==> config.mk <==
export PLATFORM = sky130hd
export DESIGN_NAME = wddl_phase_ctrl
export DESIGN_NICKNAME = d
export VERILOG_FILES = /design/src/rtl/wddl_phase_ctrl.sv
export SDC_FILE = /design/constraint.sdc
export NUM_CORES = 1
export LEC_CHECK = 0
export BUFFER_PORTS_ARGS = -buffer_cell sky130_fd_sc_hd__buf_2
export CAP_MARGIN = 5
export CORE_UTILIZATION = 40
export CTS_BUF_LIST = sky130_fd_sc_hd__clkbuf_4
export CTS_CLUSTER_SIZE = 14
export DETAILED_ROUTE_END_ITERATION = 6
export PLACE_DENSITY = 0.63
export RECOVER_POWER = 100
export SYNTH_ARGS = -nofsm -noshare
export SYNTH_HDL_FRONTEND = slang
export SYNTH_SLANG_ARGS = --single-unit
==> constraint.sdc <==
create_clock -name clk_i -period 3.5 [get_ports clk_i]
set_input_delay 0.175 -clock clk_i [delete_from_list [all_inputs] [get_ports clk_i]]
set_output_delay 0.175 -clock clk_i [all_outputs]
set_load 0.05 [all_outputs]
==> src/rtl/wddl_phase_ctrl.sv <==
// wddl_phase_ctrl: precharge/evaluate sequencer for a WDDL gate array.
// Accepts one operand per start_i/ready_o handshake and drives it to the
// datapath. Runs PRE_CYC precharge cycles, then EVAL_CYC evaluate cycles,
// then captures the true result rail.
// Optional build macro WDDL_RAIL_CHECK_EN enables rail-integrity checking
// into the sticky err_o. Without it, err_o is tied to 0.
//
// state | meaning
// ------+------------------------------------------------------------
// IDLE  | precharge held, ready for a new operand
// PRE   | precharge phase, counter runs down from PRE_CYC-1
// EVAL  | evaluate phase, counter runs down from EVAL_CYC-1; capture at 0
module wddl_phase_ctrl #(
  parameter int DATA_W   = 8,
  parameter int PRE_CYC  = 1,
  parameter int EVAL_CYC = 1
) (
  input  logic              clk_i,
  input  logic              rst_n_i,
  input  logic              start_i,
  input  logic [DATA_W-1:0] data_i,
  output logic              ready_o,
  output logic              prechrg_o,
  output logic [DATA_W-1:0] op_data_o,
  input  logic [DATA_W-1:0] res_t_i,
  input  logic [DATA_W-1:0] res_f_i,
  output logic [DATA_W-1:0] result_o,
  output logic              valid_o,
  input  logic              err_clr_i,
  output logic              err_o
);

  typedef enum logic [1:0] {
    S_IDLE = 2'd0,
    S_PRE  = 2'd1,
    S_EVAL = 2'd2
  } state_t;

  localparam logic [7:0] PRE_LD  = 8'(PRE_CYC - 1);
  localparam logic [7:0] EVAL_LD = 8'(EVAL_CYC - 1);

  state_t            state_q, state_d;
  logic [7:0]        cnt_q, cnt_d;
  logic              prechrg_q, prechrg_d;
  logic              ready_q, ready_d;
  logic              valid_q, valid_d;
  logic              err_q, err_d;
  logic [DATA_W-1:0] op_q, op_d;
  logic [DATA_W-1:0] res_q, res_d;

  logic accept, pre_done, capture;

  assign accept   = (state_q == S_IDLE) && start_i;
  assign pre_done = (state_q == S_PRE)  && (cnt_q == 8'd0);
  assign capture  = (state_q == S_EVAL) && (cnt_q == 8'd0);

  // State, phase counter and all registered outputs
  always_ff @(posedge clk_i or negedge rst_n_i) begin
    if (!rst_n_i) begin
      state_q   <= S_IDLE;
      cnt_q     <= 8'd0;
      prechrg_q <= 1'b1;
      ready_q   <= 1'b1;
      valid_q   <= 1'b0;
      err_q     <= 1'b0;
      op_q      <= '0;
      res_q     <= '0;
    end else begin
      state_q   <= state_d;
      cnt_q     <= cnt_d;
      prechrg_q <= prechrg_d;
      ready_q   <= ready_d;
      valid_q   <= valid_d;
      err_q     <= err_d;
      op_q      <= op_d;
      res_q     <= res_d;
    end
  end

  // Next state and phase counter
  always_comb begin
    state_d = state_q;
    cnt_d   = cnt_q;
    case (state_q)
      S_IDLE: begin
        if (start_i) begin
          state_d = S_PRE;
          cnt_d   = PRE_LD;
        end
      end
      S_PRE: begin
        if (cnt_q == 8'd0) begin
          state_d = S_EVAL;
          cnt_d   = EVAL_LD;
        end else begin
          cnt_d = cnt_q - 8'd1;
        end
      end
      S_EVAL: begin
        if (cnt_q == 8'd0) begin
          state_d = S_IDLE;
        end else begin
          cnt_d = cnt_q - 8'd1;
        end
      end
      default: begin
        state_d = S_IDLE;
        cnt_d   = 8'd0;
      end
    endcase
  end

  // Next values of the registered outputs
  always_comb begin
    prechrg_d = (state_d != S_EVAL);
    ready_d   = (state_d == S_IDLE);
    valid_d   = capture;
    op_d      = accept  ? data_i  : op_q;
    res_d     = capture ? res_t_i : res_q;
  end

`ifdef WDDL_RAIL_CHECK_EN
  logic rail_viol;

  // Rails must be all-low at the end of precharge and complementary at capture
  always_comb begin
    rail_viol = (pre_done && (|(res_t_i | res_f_i))) ||
                (capture  && (|(~(res_t_i ^ res_f_i))));
    if (rail_viol) begin
      err_d = 1'b1;
    end else if (err_clr_i) begin
      err_d = 1'b0;
    end else begin
      err_d = err_q;
    end
  end
`else
  logic unused_rail_inputs;

  assign unused_rail_inputs = ^{res_f_i, err_clr_i, pre_done};

  // No checking hardware: flag is held low
  always_comb begin
    err_d = 1'b0;
  end
`endif

  assign prechrg_o = prechrg_q;
  assign ready_o   = ready_q;
  assign valid_o   = valid_q;
  assign err_o     = err_q;
  assign op_data_o = op_q;
  assign result_o  = res_q;

endmodule

======== Yosys cells after proc, flatten, opt, wreduce, memory -nomap -nowiden ========
Index checks and enable logic that the tools add are counted.
word-level totals
  register bits ........................... 29
  bits of input ports ..................... 28
  output and inout port bits .............. 20
cells by class
  add/sub/neg operators ................... 1
  equal/unequal tests ..................... 5
  multiplexer cells ....................... 8
  reductions and logical operators ........ 6
operators by type and width
  operator               count
  $mux W8                3
  $pmux W8 S3            1
  $logic_not A8 Y1       1
  $sub A8 B1 Y8 const B  1
  $mux W2                3
  $ne A2 B2 Y1 const B   3
  $pmux W2 S3            1
  $logic_not A2 Y1       2
  $eq A2 B1 Y1 const B   1
  $eq A2 B2 Y1 const B   1
  $logic_and A1 B1 Y1    2
  $reduce_and A2 Y1      1

======== Longest topological paths before layout ========
  word-level depth ........................ 4
  gate-level depth with buffers ........... 6

======== Worst setup path before layout ========
Ideal clock, no wire load.
  kind .................................... register to register
  start ................................... register state_q[0]
  end ..................................... register res_q[0], in the netlist result_o[0]
  library setup time ...................... 125 ps
  arrival ................................. 1,637 ps
  slack ................................... 1,738 ps
  stages on the path, launching flop included .. 6
  clock period less this slack ............ 1,762 ps
  cell sequence ........................... dfrtp_1 inv_1 ha_1 nor4bb_1 nand2_2 mux2_2
between the ends
  word-level cells in the longest chain between the ends .. 2
RTL lines
  what                      line  RTL
  start: declaration        42    state_t state_q, state_d;
  start signal: assignment  69    state_q <= state_d;
  $eq A2 B2 Y1              55    assign capture = (state_q == S_EVAL) && (cnt_q == 8'd0);
  $logic_and A1 B1 Y1       55
  end signal: assignment    76    res_q <= res_d;
  end: declaration          49    logic [DATA_W-1:0] res_q, res_d;
No other way between the ends.
A chain may end at the register's enable or synchronous reset.

======== Final worst setup path ========
  start ................................... register state_q[0]
  end ..................................... register cnt_q[3]
between the ends
  word-level cells in the longest chain between the ends .. 3
  elaborated cells between the ends (all ways) .. 7
  those cells by class .................... eq/ne (4); mux (1); reduce/logical (2)
RTL lines
  what                                                     line  RTL
  $eq A2 B2 Y1 / $logic_not A2 Y1 (equally long branches)  84    case (state_q)
  $ne A2 B2 Y1 (no source line)                            --
  $reduce_and A2 Y1 (no source line)                       --
  end signal: assignment                                   70    cnt_q <= cnt_d;
  end: declaration                                         43    logic [7:0] cnt_q, cnt_d;
Parallel ways exist; a longest one is shown, timed or not.

==> impl_results.md <==
- Status: finished with violations
- Violated checks: max-capacitance violations, max-slew violations
- Total of max-cap violations: 1
- Final WL: 2480 microns
- Largest net degree at the start of global routing: 30
- EDFF count, synth: 0
- Core area: 3130 sq um
- CTS tree: built
- IO Port Bufs: 37
- Clock Path Buffers: 2
- First-pass GRT wire length: 4130 microns
- Initial antenna violation count: 0
- Clk_skew: 0.00882 ns
- Post-synth top area share: 0.499
- DR WL/cell: 12.3 microns
- Post-CTS Setup Bufs: 0
- CP arrival: 2.31 ns
- Number of I/O pins: 48
- Hold Buf Count CTS: 1
- Synth top cells by count: dfrtp_1 (27), mux2_2 (16)
- Layout area overhead: 19.2%
- Crit path launch type: register
- Final Hold Vio Count: 0
- Antenna viol nets, final: 0
- Die Height: 60.2 microns
- Dominant cell type by area after synthesis: dfrtp_1
- Global route overflow: 0
- Max Clk Rate: 471 MHz
- Full die area: 3620 sq um
- Slew Limit Fails: 30
- GRT Resource Usage Total: 0.159
- Worst min-delay path category: in -> reg
- Share of post-route cells with drive strength above 1: 0.285
- Min Tclk post-route: 2.12 ns
- Post-CTS Resized: 0
- Final Core Density: 0.516
- Post-Syn Area per Cell: 11.9 sq um
- Final Wtd Congestion: 0.808
- Data required, critical path: 3.69 ns
- Post-route cell area: 1610 sq um
- Dominant synthesized flop cell: dfrtp_1
- Synth area leaders: dfrtp_1 (50%), mux2_2 (13%), ha_1 (5.5%)
- Clock slew seen by the registers of the worst setup and hold paths: 0.09 ns
- Initial Util: 0.433
- Sequential element share of the synthesized area: 0.538
- Synth Warn #: 0
- Most frequent cell after synthesis: dfrtp_1
- RSZ-0062 raised after global routing: false
- Num rows: 20
- Root Buffer: clkbuf_4
- Vias in the first global route: 957
- Synth Register Bits: 29
- # setup viols final: 0
- Total Nets Final: 191
- Placed Area: 1580 sq um
- DRT Pass-1 Iters: 4
- Worst skew pair latency: 0.32 ns
- Initial DRC Count: 33
- Min Hold Slack: 0.0785 ns
- Period utilization: 0.607
- Post-synthesis cell count: 114
- Number of buffers created by CTS: 5
- Vias: 1,010
- Synthesized area: 1350 sq um
- Clock H-tree levels: 2
- Setup TNS: 0 ns
- Critical Path Sink Type: register
- Via density: 5.00
- Post-synth ARST share: 1.00
- Synth unique cells: 37
- Slew @ Worst Pin: 1.51 ns
- CP Class: reg -> reg
- Reg2Reg Setup Slack: 1.38 ns
- Max_slew headroom: -0.00679
- Die W: 60.2 microns
- Syn nets: 148
- Residual DRC: 0
- Clock Sinks: 29
- Crit path max fanout: 10
- N_diodes: 0
==> per-stage QoR <==
stage / std cells / setup slack [ns]
floorplan: 114 / 1.74
global placement: 193 / 1.44
detailed placement: 193 / 1.44
CTS: 202 / 1.41
global route: 202 / 1.19
finish: 202 / 1.38
==> per-layer routing <==
layer / up-vias / GRT usage / part of all wire
met1: 486 / 0.191 / 0.46
met3: 3 / 0.0693 / 0.052
met4: 0 / 0.0498 / 0.011
met5: - / 0 / 0
met2: 25 / 0.256 / 0.48
li1: 496 / - / -
==> worst paths after layout <==
kind	from	end	cells past startpoint
min in group asynchronous	rst_n_i	cnt_q[7]	2
max	state_q[0]	cnt_q[3]	6
min reg2reg	result_o[5]	result_o[5]	1
max in group asynchronous	rst_n_i	cnt_q[5]	2
min	data_i[3]	op_data_o[3]	2
max reg2reg	state_q[0]	cnt_q[3]	6
==> sequential cells by signal, indices dropped and copies added (netlist names) <==
signal and count:
cnt_q 8, op_data_o 8, prechrg_o 1, ready_o 1, result_o 8, state_q 2
valid_o 1
==> critical path: stages, from the launching register on <==
cell and delay, ns:
dfrtp_1 0.41, inv_1 0.11, ha_1 0.27, nor4bb_1 0.44, nand2_1 0.35, nand3_1 0.28
o211ai_1 0.12
==> cell usage in the layout, fill, tap and decap left out, drive strengths merged <==
| master | count |
|---|---|
| o21a | 1 |
| clkbuf | 26 |
| o21ai | 6 |
| mux2 | 16 |
| or4 | 2 |
| or3b | 1 |
| nor4bb | 1 |
| xor2 | 2 |
| nor3 | 1 |
| nor2 | 5 |
| o311ai | 1 |
| o22ai | 1 |
| and2 | 1 |
| a31oi | 1 |
| o31ai | 1 |
| o21bai | 1 |
| nand3 | 2 |
| nor2b | 1 |
| inv | 6 |
| dfstp | 2 |
| nor4b | 1 |
| ha | 6 |
| clkinv | 2 |
| a221oi | 1 |
| nor4 | 1 |
| a21oi | 6 |
| o211ai | 2 |
| dfrtp | 27 |
| nand4bb | 1 |
| or3 | 3 |
| dlygate4sd3 | 1 |
| a211oi | 1 |
| buf | 17 |
| conb | 1 |
| nand2b | 2 |
| nand2 | 7 |
| nand4 | 1 |
==> area by class of cell <==
class                           instances  area [sq um]
Tap cell                               44          55.1
Inverter                                6          22.5
Multi-Input combinational cell         77           583
Timing Repair Buffer                   38           170
Fill cell                             297          1510
Clock buffer                            6          45.0
Clock inverter                          2          10.0
Sequential cell                        29           728
==> logic make-up after synthesis <==
logic type / after synthesis / share of synthesized area
xor+xnor: 2 / 0.0129
fa+ha+maj: 6 / 0.0555
flops: 29 / 0.538
buf+inv: 8 / 0.0259
simple gates: 30 / 0.128
compound gates: 22 / 0.104
mux: 16 / 0.133
other cells: 1 / 0.00277
Power is left out: the tool's default activity adds up to more than one toggle a clock period on the data nets, which glitch-free logic cannot reach.
